## src/rtl/dmem_arbiter_if.sv

```systemverilog
// Purpose : one master-side data-memory access channel into dmem_arbiter.
// Signals : req/we/addr/wdata driven by the master; gnt/rvalid/rdata driven
//           by the arbiter. addr[10] selects the IO register, else RAM.
interface dmem_arbiter_if;
  localparam int unsigned ADDR_W = 11;
  localparam int unsigned DATA_W = 32;

  logic              req;
  logic              we;
  logic [ADDR_W-1:0] addr;
  logic [DATA_W-1:0] wdata;
  logic              gnt;
  logic              rvalid;
  logic [DATA_W-1:0] rdata;

  modport master (output req, we, addr, wdata, input gnt, rvalid, rdata);
  modport slave  (input req, we, addr, wdata, output gnt, rvalid, rdata);
endinterface

```

## src/rtl/dmem_arbiter.sv

```systemverilog
// Purpose : round-robin arbiter sharing one synchronous data RAM and one
//           memory-mapped output register between two masters (0 = CPU,
//           1 = loader/debug). One transaction in flight at a time.
// Ports   : clock, reset (async, active-high)
//           m0, m1          : master channels (dmem_arbiter_if.slave)
//           ram_we/addr/wdata, ram_rdata : synchronous RAM port
//           io_ena, io_dout : IO register write strobe and contents
module dmem_arbiter #(
  parameter int unsigned RAM_AW = 10,
  parameter int unsigned IO_W   = 21
) (
  input  logic              clock,
  input  logic              reset,
  dmem_arbiter_if.slave     m0,
  dmem_arbiter_if.slave     m1,
  output logic              ram_we,
  output logic [RAM_AW-1:0] ram_addr,
  output logic [31:0]       ram_wdata,
  input  logic [31:0]       ram_rdata,
  output logic              io_ena,
  output logic [IO_W-1:0]   io_dout
);

  localparam int unsigned ADDR_W = 11;
  localparam int unsigned DATA_W = 32;

  typedef enum logic [1:0] {IDLE, ACCESS, RDWAIT} state_t;

  state_t              state_q, state_d;
  logic                last_q, last_d;     // master granted most recently
  logic                sel_q, sel_d;       // master owning the current transaction
  logic                we_q, we_d;
  logic [ADDR_W-1:0]   addr_q, addr_d;
  logic [DATA_W-1:0]   wdata_q, wdata_d;
  logic [1:0]          gnt_q, gnt_d;
  logic [1:0]          rvalid_q, rvalid_d;
  logic [DATA_W-1:0]   rdata0_q, rdata0_d;
  logic [DATA_W-1:0]   rdata1_q, rdata1_d;
  logic                ram_we_q, ram_we_d;
  logic [RAM_AW-1:0]   ram_addr_q, ram_addr_d;
  logic [DATA_W-1:0]   ram_wdata_q, ram_wdata_d;
  logic                io_ena_q, io_ena_d;
  logic [IO_W-1:0]     io_dout_q, io_dout_d;
  logic                win;
  logic [DATA_W-1:0]   rd_mux;

  // Round-robin pick: a lone requester wins, a tie goes to the other master.
  always_comb begin
    win = 1'b0;
    if (m0.req && m1.req) win = ~last_q;
    else                  win = m1.req;
  end

  // Read return source, chosen by the latched address space.
  always_comb begin
    rd_mux = ram_rdata;
    if (addr_q[10]) rd_mux = DATA_W'(io_dout_q);
  end

  // Next-state and registered-output decode.
  always_comb begin
    state_d     = state_q;
    last_d      = last_q;
    sel_d       = sel_q;
    we_d        = we_q;
    addr_d      = addr_q;
    wdata_d     = wdata_q;
    gnt_d       = 2'b00;
    rvalid_d    = 2'b00;
    rdata0_d    = rdata0_q;
    rdata1_d    = rdata1_q;
    ram_we_d    = 1'b0;
    ram_addr_d  = ram_addr_q;
    ram_wdata_d = ram_wdata_q;
    io_ena_d    = 1'b0;
    io_dout_d   = io_dout_q;

    case (state_q)
      IDLE: begin
        if (m0.req || m1.req) begin
          sel_d   = win;
          last_d  = win;
          we_d    = win ? m1.we    : m0.we;
          addr_d  = win ? m1.addr  : m0.addr;
          wdata_d = win ? m1.wdata : m0.wdata;
          gnt_d[win] = 1'b1;
          // Present the access during ACCESS so RAM/IO strobes line up with it.
          ram_addr_d  = RAM_AW'(addr_d[9:0]);
          ram_wdata_d = wdata_d;
          ram_we_d    = we_d & ~addr_d[10];
          io_ena_d    = we_d & addr_d[10];
          state_d     = ACCESS;
        end
      end
      ACCESS: begin
        if (we_q) begin
          if (addr_q[10]) io_dout_d = wdata_q[IO_W-1:0];
          state_d = IDLE;
        end else begin
          state_d = RDWAIT;
        end
      end
      RDWAIT: begin
        rvalid_d[sel_q] = 1'b1;
        if (sel_q) rdata1_d = rd_mux;
        else       rdata0_d = rd_mux;
        state_d = IDLE;
      end
      default: state_d = IDLE;
    endcase
  end

  // State and output registers; reset aborts any transaction in flight.
  always_ff @(posedge clock or posedge reset) begin
    if (reset) begin
      state_q     <= IDLE;
      last_q      <= 1'b1;
      sel_q       <= 1'b0;
      we_q        <= 1'b0;
      addr_q      <= '0;
      wdata_q     <= '0;
      gnt_q       <= 2'b00;
      rvalid_q    <= 2'b00;
      rdata0_q    <= '0;
      rdata1_q    <= '0;
      ram_we_q    <= 1'b0;
      ram_addr_q  <= '0;
      ram_wdata_q <= '0;
      io_ena_q    <= 1'b0;
      io_dout_q   <= '0;
    end else begin
      state_q     <= state_d;
      last_q      <= last_d;
      sel_q       <= sel_d;
      we_q        <= we_d;
      addr_q      <= addr_d;
      wdata_q     <= wdata_d;
      gnt_q       <= gnt_d;
      rvalid_q    <= rvalid_d;
      rdata0_q    <= rdata0_d;
      rdata1_q    <= rdata1_d;
      ram_we_q    <= ram_we_d;
      ram_addr_q  <= ram_addr_d;
      ram_wdata_q <= ram_wdata_d;
      io_ena_q    <= io_ena_d;
      io_dout_q   <= io_dout_d;
    end
  end

  assign m0.gnt    = gnt_q[0];
  assign m1.gnt    = gnt_q[1];
  assign m0.rvalid = rvalid_q[0];
  assign m1.rvalid = rvalid_q[1];
  assign m0.rdata  = rdata0_q;
  assign m1.rdata  = rdata1_q;
  assign ram_we    = ram_we_q;
  assign ram_addr  = ram_addr_q;
  assign ram_wdata = ram_wdata_q;
  assign io_ena    = io_ena_q;
  assign io_dout   = io_dout_q;

endmodule

```

## src/flat_wrapper.sv

```systemverilog
// flat-port wrapper written by rule: the top's interface ports become plain ports
module dmem_arbiter_flat 
#(
  parameter int unsigned RAM_AW = 10,
  parameter int unsigned IO_W   = 21
)
  (clock, reset, ram_we, ram_addr, ram_wdata, ram_rdata, io_ena, io_dout, m0_req, m0_we, m0_addr, m0_wdata, m0_gnt, m0_rvalid, m0_rdata, m1_req, m1_we, m1_addr, m1_wdata, m1_gnt, m1_rvalid, m1_rdata);
  dmem_arbiter_if m0_i ();
  dmem_arbiter_if m1_i ();
  input  logic clock;
  input  logic reset;
  output logic ram_we;
  output logic [RAM_AW-1:0] ram_addr;
  output logic [31:0] ram_wdata;
  input  logic [31:0] ram_rdata;
  output logic io_ena;
  output logic [IO_W-1:0] io_dout;
  input wire logic [$bits(m0_i.req)-1:0] m0_req;
  input wire logic [$bits(m0_i.we)-1:0] m0_we;
  input wire logic [$bits(m0_i.addr)-1:0] m0_addr;
  input wire logic [$bits(m0_i.wdata)-1:0] m0_wdata;
  output wire logic [$bits(m0_i.gnt)-1:0] m0_gnt;
  output wire logic [$bits(m0_i.rvalid)-1:0] m0_rvalid;
  output wire logic [$bits(m0_i.rdata)-1:0] m0_rdata;
  input wire logic [$bits(m1_i.req)-1:0] m1_req;
  input wire logic [$bits(m1_i.we)-1:0] m1_we;
  input wire logic [$bits(m1_i.addr)-1:0] m1_addr;
  input wire logic [$bits(m1_i.wdata)-1:0] m1_wdata;
  output wire logic [$bits(m1_i.gnt)-1:0] m1_gnt;
  output wire logic [$bits(m1_i.rvalid)-1:0] m1_rvalid;
  output wire logic [$bits(m1_i.rdata)-1:0] m1_rdata;
  assign m0_i.req = m0_req;
  assign m0_i.we = m0_we;
  assign m0_i.addr = m0_addr;
  assign m0_i.wdata = m0_wdata;
  assign m0_gnt = m0_i.gnt;
  assign m0_rvalid = m0_i.rvalid;
  assign m0_rdata = m0_i.rdata;
  assign m1_i.req = m1_req;
  assign m1_i.we = m1_we;
  assign m1_i.addr = m1_addr;
  assign m1_i.wdata = m1_wdata;
  assign m1_gnt = m1_i.gnt;
  assign m1_rvalid = m1_i.rvalid;
  assign m1_rdata = m1_i.rdata;
  dmem_arbiter #(.RAM_AW(RAM_AW), .IO_W(IO_W)) u_core (.clock(clock), .reset(reset), .m0(m0_i), .m1(m1_i), .ram_we(ram_we), .ram_addr(ram_addr), .ram_wdata(ram_wdata), .ram_rdata(ram_rdata), .io_ena(io_ena), .io_dout(io_dout));
endmodule
```

## config.mk

```make
export PLATFORM = sky130hd
export DESIGN_NAME = dmem_arbiter_flat
export DESIGN_NICKNAME = d
export VERILOG_FILES = /design/src/rtl/dmem_arbiter_if.sv /design/src/rtl/dmem_arbiter.sv /design/src/flat_wrapper.sv
export SDC_FILE = /design/constraint.sdc
export NUM_CORES = 1
export LEC_CHECK = 0
export ABC_AREA = 1
export CORE_ASPECT_RATIO = 1.25
export CORE_MARGIN = 4
export CORE_UTILIZATION = 44
export CTS_CLUSTER_SIZE = 28
export DETAILED_ROUTE_END_ITERATION = 12
export PLACE_DENSITY = 0.92
export SLEW_MARGIN = 0
export SYNTH_ARGS = -nofsm -noshare
export SYNTH_HDL_FRONTEND = slang
export SYNTH_SLANG_ARGS = --single-unit
```

## constraint.sdc

```tcl
create_clock -name clock -period 5.6 [get_ports clock]
set_clock_uncertainty 0.05 [all_clocks]
set_input_delay 0.56 -clock clock [delete_from_list [all_inputs] [get_ports clock]]
set_output_delay 0.56 -clock clock [all_outputs]
set_load 0.05 [all_outputs]
```

After elaboration in Yosys (flattened, before gate mapping) --
Index checks and enable logic that the tools add are counted.
Operators by class: bitwise gates (word level) 5, add/subtract/negate cells 0, $lt $le $gt $ge 4, equality and inequality tests 3, shifts and indexed selects 0, div/mod/pow operators 0, multiplexer cells 19, $mul 0, reduce and logical (&&, ||, !) cells 9
Operator list (count):
- 32-bit two-way mux | 2
- 11-bit two-way mux | 1
- 2-bit two-way mux | 5
- 1-bit two-way mux | 8
- 2-bit AND reduction | 3
- 1-bit by 2-bit less-than comparator with 1-bit output (second input constant) | 2
- 2-bit case mux with 2 select lines | 1
- 1-bit logical AND | 3
- 1-bit NOT | 3
- 3-bit AND reduction | 1
- 1-bit AND | 2
- 1-bit demux with 1-bit select | 2
- 2-bit by 1-bit equality test with 1-bit output (second input constant) | 1
- 2-bit equality test (second input constant) | 1
- 1-bit >= comparator (second input constant) | 2
- 2-bit logical NOT | 1
- 2-bit by 1-bit != test with 1-bit output (second input constant) | 1
- 1-bit logical OR | 1
Word-level totals: word-level logic and storage cells 54, RAM bits 0, output and inout port bits 133, memories kept 0, bits in latches 0, memory bits (read-only) 0, register bits 149, bits of input ports 124

Depth between registers and ports, before layout --
Gate-level depths: netlist (run 1).
depth in word-level cells 8, mapped depth 7, depth with buffers taken out 6

Worst setup path after synthesis (run 1) --
OpenSTA, ideal clock, no wires.
path type input-to-reg, from input m1_req, to register u_core.addr_q[0], path slack 4153 ps, arrival time 1281 ps, path buffers 3, setup time 117 ps, required time 5433 ps, stages 7, cell sequence buf_4 > nor2_2 > nor2_4 > buf_6 > buf_12 > nand3_2 > nand2_1
Between the ends: longest elaborated chain between the ends 3, elaborated cells between the ends (all ways) 5, classes of those cells mux: 2; reduce/logical: 3
RTL lines:
- from (decl) | RTL line flat_wrapper.sv:25 | input wire logic [$bits(m1_i.req)-1:0] m1_req;
- 1-bit logical AND | RTL line dmem_arbiter.sv:50 | if (m0.req && m1.req) win = ~last_q;
- 1-bit two-way mux | RTL line dmem_arbiter.sv:50
- 11-bit two-way mux | RTL line dmem_arbiter.sv:84 | addr_d = win ? m1.addr : m0.addr;
- to (signal assigned) | RTL line dmem_arbiter.sv:136 | addr_q <= addr_d;
- to (decl) | RTL line dmem_arbiter.sv:33 | logic [ADDR_W-1:0] addr_q, addr_d;
Parallel ways exist; a longest one is shown, timed or not. A chain may end at the register's enable or synchronous reset.

Worst setup path in the final report (run 1) --
from input m0_req, to register u_core.ram_we_q (netlist: u_core.ram_we)
Between the ends: longest elaborated chain between the ends 7, elaborated cells between the ends (all ways) 9, classes of those cells mux: 5; bitwise: 2; reduce/logical: 2
RTL lines:
- from (decl) | RTL line flat_wrapper.sv:18 | input wire logic [$bits(m0_i.req)-1:0] m0_req;
- 1-bit logical AND | RTL line dmem_arbiter.sv:50
- 1-bit two-way mux | RTL line dmem_arbiter.sv:50
- 11-bit two-way mux | RTL line dmem_arbiter.sv:84
- 1-bit NOT | RTL line dmem_arbiter.sv:90 | ram_we_d = we_d & ~addr_d[10];
- 1-bit AND | RTL line dmem_arbiter.sv:90
- 1-bit two-way mux * | RTL line dmem_arbiter.sv:80 | if (m0.req || m1.req) begin
- 1-bit two-way mux * | RTL line dmem_arbiter.sv:78 | case (state_q)
- via u_core.ram_we_d | RTL line dmem_arbiter.sv:39 | logic ram_we_q, ram_we_d;
- to (signal assigned) | RTL line dmem_arbiter.sv:142 | ram_we_q <= ram_we_d;
- to (decl) | RTL line dmem_arbiter.sv:39
Mark *: on every way through the listed nets, which the timed path passes. The rest lies on a longest branch.

==> impl_metrics.json, run 1 <==
{
  "peakVddDrop_mv": 0.403,
  "nets": 1173,
  "p_leak_uw": 0.00468,
  "yosys-top-cells-count": "nand2_1, inv_1, dfrtp_1",
  "crit_fanout": 46,
  "synth_cell_types": 24,
  "fp.dieH_um": 144,
  "synth_seq_cells": 139,
  "clkTransAtPathRegs_ns": 0.06,
  "grt_pass1_vias": 5897,
  "setup_viol": 0,
  "cts_tree": "done",
  "track_usage_pct": 21.8,
  "p_clk_share_pct": 17.9,
  "post_cts_resized": 0,
  "cellPowerDensity_nw_per_um2": 681,
  "hold_viol_final": 0,
  "swShare_pct": 49.3,
  "pwr-share-comb_pct": 54.1,
  "nFillCells": 1126,
  "reg2reg_slack_ns": 2.94,
  "dp_hpwl_mm": 13.0,
  "rows": 49,
  "slew_headroom_pct": 34.8,
  "gp_congestion": 0.857,
  "rsz0062_at_grt": "no",
  "drc_errors": 0,
  "cts-buffers-inserted": 17,
  "synth_nets": 950,
  "first_pass_iters": 6,
  "clk_latency_ns": 0.41,
  "synth_top_area_cell": "dfrtp_1",
  "yosys_warnings": 0,
  "ctsHtreeMaxLevel": 4,
  "post_cts_buffers": 0,
  "diodes": 0,
  "drv_slew": 0,
  "vias_per_cell": 4.85,
  "synth_async_sr_flop_share_pct": 100,
  "synth_area_um2": 6540,
  "synth_flop_cell": "dfrtp_1",
  "status": "completed",
  "fmax_mhz": 374,
  "timing.rr.end": "u_core.io_dout[5]$_DFFE_PP0P_",
  "tightestPinTransition_ns": 0.976,
  "drt-total-wl_mm": 18.4,
  "crit_required_ns": 5.85,
  "period_share_pct": 47.7,
  "period_minus_slack_ns": 2.67,
  "clockBufferDepth": 2,
  "end_kind": "flip-flop",
  "grt_max_degree": 101,
  "worstHoldEndpoint": "u_core.state_q[1]$_DFFE_PP0P_",
  "grt_pass1_wl_mm": 28.8,
  "synthCells": 826,
  "p_int_uw": 3320,
  "min_from": "u_core.state_q[1]$_DFFE_PP0P_",
  "dr_total_vias": 6015,
  "cp.arrival_ns": 2.92,
  "fin_tns_setup_ns": 0,
  "ant_nets": 0,
  "rr_worst_depth": 2,
  "r2r-start": "u_core.addr_q[10]$_DFFE_PP0P_",
  "start_util_pct": 45.2,
  "coreArea_um2": 14500,
  "avgSynthCellArea_um2": 7.91,
  "yosysSeqAreaShare_pct": 53.2,
  "routedWlPerCell_um": 14.8,
  "die-area_um2": 16900,
  "grt.overflow.total": 0,
  "port_buffers": 256,
  "antenna_found_initial": 0,
  "cts_hold_buf": 0,
  "whs_path_depth": 1,
  "pin_count": 257,
  "synth_top_area_share_pct": 52.8,
  "final_util_pct": 66.5,
  "drt-initial-drc-count": 420,
  "syn2layout_area_growth_pct": 47.2,
  "fp.dieW_um": 117,
  "cp-start-kind": "input port",
  "yosys-top-cells-area": "dfrtp_1, nand2_1, inv_1",
  "switching_power_uw": 3230,
  "power_frac_seq_pct": 27.9,
  "clock-sinks": 139,
  "synth_edf_count": 0,
  "cts-root-buf": "clkbuf_16",
  "synth.most_common_cell": "nand2_1",
  "crit_type": "in -> reg",
  "hold_class": "reg -> reg",
  "drive_above_1_share_pct": 5.47,
  "maxCapViolations": 0
}
logic make-up after synthesis:
| family | count (synthesis) | share of synthesized area [%] |
|---|---|---|
| and+or+nand+nor | 382 | 24.9 |
| DFF | 139 | 53.2 |
| buffers and inverters | 198 | 13.7 |
| AOI/OAI and AO/OA | 107 | 8.19 |
cell usage in the layout, fill, tap and decap left out:
| master | instances |
|---|---|
| clkinv_4 | 1 |
| buf_4 | 4 |
| clkinv_2 | 3 |
| nand2_2 | 2 |
| inv_1 | 138 |
| nor2_2 | 1 |
| buf_2 | 1 |
| inv_2 | 2 |
| o21ai_1 | 18 |
| nor3_1 | 1 |
| clkbuf_8 | 1 |
| nor2_4 | 1 |
| nand3_1 | 36 |
| inv_4 | 1 |
| clkbuf_1 | 1 |
| clkdlybuf4s50_1 | 255 |
| nand4_2 | 1 |
| nand3b_1 | 13 |
| bufinv_16 | 4 |
| nor3_4 | 2 |
| nand3_2 | 10 |
| nand2_1 | 300 |
| dfrtp_1 | 137 |
| nor2_1 | 15 |
| o21ai_0 | 89 |
| dfrtp_2 | 1 |
| clkbuf_16 | 17 |
| inv_6 | 1 |
| clkinvlp_4 | 4 |
| dfstp_2 | 1 |
stage by stage:
stage	cells	setup WS [ns]	power (uW)	instance area (um2)	hold slack, ns
4_1_cts	1239	2.92	6610	9620	0.403
5_1_grt	1239	2.70	6930	9620	0.431
6_report	1239	2.93	6550	9620	0.402
3_5_place_dp	1208	2.53	5400	9010	0.396
3_3_place_gp	1208	2.59	5310	9010	0.390
2_1_floorplan	826	1.27	4240	6540	0.379
layout make-up:
| type | instances | area (um2) | area share, % |
|---|---|---|---|
| inverter | 142 | 541 | 5.62 |
| clock buffer | 19 | 443 | 4.60 |
| sequential | 139 | 3480 | 36.2 |
| tap | 178 | 223 | 2.31 |
| multi-input combinational | 489 | 2180 | 22.6 |
| clock inverter | 12 | 174 | 1.81 |
| timing repair buffer | 260 | 2590 | 26.9 |
sequential cells by signal, indices dropped and copies added, names as in the netlist:
name,count
u_core.addr_q,11
u_core.gnt_q,2
u_core.io_dout,21
u_core.io_ena,1
u_core.last_q,1
u_core.m0.rdata,32
u_core.m1.rdata,32
u_core.ram_we,1
u_core.rvalid_q,2
u_core.sel_q,1
u_core.state_q,2
u_core.wdata_q,32
u_core.we_q,1
how the worst max path moves through the flow:
| stage | from | end |
|---|---|---|
| after detailed placement | m0_req | u_core.ram_we$_DFF_PP0_ |
| final | m0_req | u_core.ram_we$_DFF_PP0_ |
| after floorplan | reset | u_core.addr_q[0]$_DFFE_PP0P_ |
| after global routing | u_core.addr_q[10]$_DFFE_PP0P_ | u_core.io_dout[5]$_DFFE_PP0P_ |
| after CTS | u_core.addr_q[10]$_DFFE_PP0P_ | u_core.io_dout[5]$_DFFE_PP0P_ |
| after global placement | m0_req | u_core.ram_we$_DFF_PP0_ |
routing by layer:
metal | global-route usage (%) | vias to the layer above | share of wire (%)
met2 | 35.8 | 258 | 49
met1 | 26.2 | 2780 | 40
met4 | 10.7 | 0 | 4.0
met5 | 0 | - | 0
met3 | 6.07 | 46 | 6.7
li1 | - | 2931 | -
power by group through the flow:
stage               Sequential [uW]  Combinational [uW]  Clock [uW]
floorplan                      3110                1130           0
global placement               1820                3490           0
detailed placement             1840                3560           0
CTS                            1830                3570        1200
global route                   1900                3780        1250
finish                         1830                3550        1180
worst max-delay path, stage by stage:
cell and delay, ns:
clkdlybuf4s50_1 0.46, nand2_2 0.64, nand2_2 0.76, nand2_1 0.30
nand2_1 0.09, inv_1 0.06, nor2_1 0.04
(Power assumes the default switching activity.)
==> inputs of run 2 (changes only) <==
--- a/config.mk
+++ b/config.mk
@@ -8,10 +8,10 @@
 export ABC_AREA = 1
 export CORE_ASPECT_RATIO = 1.25
 export CORE_MARGIN = 4
-export CORE_UTILIZATION = 44
+export CORE_UTILIZATION = 40
 export CTS_CLUSTER_SIZE = 28
 export DETAILED_ROUTE_END_ITERATION = 12
-export PLACE_DENSITY = 0.92
+export PLACE_DENSITY = 0.88
 export SLEW_MARGIN = 0
 export SYNTH_ARGS = -nofsm -noshare
 export SYNTH_HDL_FRONTEND = slang
==> constraint.sdc (replaced) <==
create_clock -name clock -period 2.15 [get_ports clock]
set_clock_uncertainty 0.05 [all_clocks]
set_input_delay 0.215 -clock clock [delete_from_list [all_inputs] [get_ports clock]]
set_output_delay 0.215 -clock clock [all_outputs]
set_load 0.05 [all_outputs]
==> run 2 against run 1 <==
  * Hold slack got worse by 0.26 ns
  * Non-clock buffer count increased by 12
  * Power grew to 2.6 times the previous value
  * Clock-buffer cell count increased by 1
  * Critical path depth shrank 6
  * Final area rose by 2.2%
  * Die area rose by 9.4%
  * Combinational power increased to 2.7 times the previous value
  * Global-route usage fell by 1.7 points
  * First-iteration DRC count fell by 36%
  * Highest routed layer unchanged
==> impl_metrics.json, run 2 (synthesis gave the netlist of run 1 again) <==
{
  "cellPowerDensity_nw_per_um2": 1750,
  "first_pass_iters": 5,
  "critPathTopFamily": "buffers and inverters",
  "drt-initial-drc-count": 270,
  "crit_required_ns": 1.88,
  "place_worst_setup_slack_ns": 0.502,
  "post_cts_resized": 0,
  "setup_viol": 0,
  "r2r-start": "u_core.state_q[0]$_DFFE_PP0P_",
  "fp.dieW_um": 122,
  "peakVddDrop_mv": 1.14,
  "ctsHtreeMaxLevel": 4,
  "grt_pass1_wl_mm": 29.4,
  "clkTransAtPathRegs_ns": 0.06,
  "fmax_mhz": 510,
  "grt.overflow.total": 0,
  "crit_type": "reg -> out",
  "pin_count": 257,
  "cp.arrival_ns": 1.70,
  "dp_hpwl_mm": 13.7,
  "syn2layout_area_growth_pct": 50.5,
  "instances_no_fill": 1290,
  "cts-root-buf": "clkbuf_16",
  "end_kind": "output port",
  "slew_headroom_pct": 62.2,
  "gp_congestion": 0.859,
  "die-area_um2": 18500,
  "switching_power_uw": 8490,
  "cp_slowest_cell": "clkdlybuf4s50_1",
  "dr_total_vias": 5995,
  "antenna_found_initial": 0,
  "hold_viol_final": 0,
  "nets": 1185,
  "coreArea_um2": 16100,
  "p_leak_uw": 0.00476,
  "clk_latency_ns": 0.41,
  "rows": 52,
  "mostFrequentLayoutCells": "nand2_1, clkdlybuf4s50_1, inv_1",
  "hold_ws_ns": 0.139,
  "swShare_pct": 49.4,
  "hold_class": "in -> async",
  "startpoint": "u_core.io_dout[12]$_DFFE_PP0P_",
  "tightestPinTransition_ns": 0.566,
  "clock-sinks": 139,
  "pwr-share-comb_pct": 55.4,
  "maxCapViolations": 0,
  "power.total_uw": 17200,
  "vias_per_cell": 4.65,
  "clockBufferDepth": 2,
  "rsz0062_at_grt": "no",
  "routedWlPerCell_um": 14.4,
  "fin_tns_setup_ns": 0,
  "cp-start-kind": "flip-flop",
  "grt_pass1_vias": 6035,
  "final_common_cell": "nand2_1",
  "status": "completed",
  "period_minus_slack_ns": 1.96,
  "critPathBufInv": 1,
  "p_int_uw": 8700,
  "diodes": 0,
  "p_clk_share_pct": 17.8,
  "dp.cells": 1258,
  "post_cts_buffers": 0,
  "grt_max_degree": 66,
  "fp.dieH_um": 151,
  "path_cells": "clkdlybuf4s50_1",
  "port_buffers": 256,
  "drc_errors": 0,
  "period_share_pct": 91.2,
  "cts_hold_buf": 0,
  "fin_ws_ns": 0.189,
  "slowest_delay_ns": 0.85,
  "cts_tree": "done",
  "drt-total-wl_mm": 18.6,
  "drv_slew": 0,
  "crit_fanout": 3,
  "cts-buffers-inserted": 17,
  "power_frac_seq_pct": 26.8,
  "drive_above_1_share_pct": 6.61,
  "ant_nets": 0,
  "track_usage_pct": 20.1,
  "start_util_pct": 40.5,
  "reg2reg_slack_ns": 0.65
}
==> run 2: final timing paths <==
path,end,cells after the start
worst max-delay path,io_dout[12],1
worst min-delay path,u_core.m1.rdata[20]$_DFFE_PP0P_,2
worst max register to register,u_core.addr_q[9]$_DFFE_PP0P_,6
worst min register to register,u_core.state_q[1]$_DFFE_PP0P_,1
max in group asynchronous,u_core.m1.rdata[12]$_DFFE_PP0P_,3
min in group clock,u_core.ram_we$_DFF_PP0_,5
==> run 2: routing by layer <==
layer / track usage, % / part of all wire [%] / vias up
met5: 0 / 0 / -
met4: 8.91 / 3.6 / 0
met3: 5.75 / 7.5 / 44
met2: 34.1 / 49 / 236
met1: 23.5 / 40 / 2761
li1: - / - / 2954
==> run 2: area by class of cell <==
type | count | area (um2)
inverter | 142 | 539
sequential | 139 | 3480
clock buffer | 20 | 457
tap | 216 | 270
clock inverter | 12 | 160
timing repair buffer | 272 | 2750
fill | 1394 | 6300
multi-input combinational | 489 | 2180
==> run 2: power groups by stage <==
stage                     sequential [uW]  clock (uW)  combinational (uW)
after CTS                            4620        3120                9620
final                                4600        3060                9520
after global placement               4600           0                9380
after global routing                 4770        3250               10200
after detailed placement             4640           0                9580
after floorplan                      8100           0                2950
==> run 2: stage by stage <==
step | utilization (%) | cell area, um2
finish | 61.0 | 9840
global route | 61.0 | 9840
CTS | 61.0 | 9840
detailed placement | 57.1 | 9220
global placement | 57.1 | 9220
floorplan | - | 6540
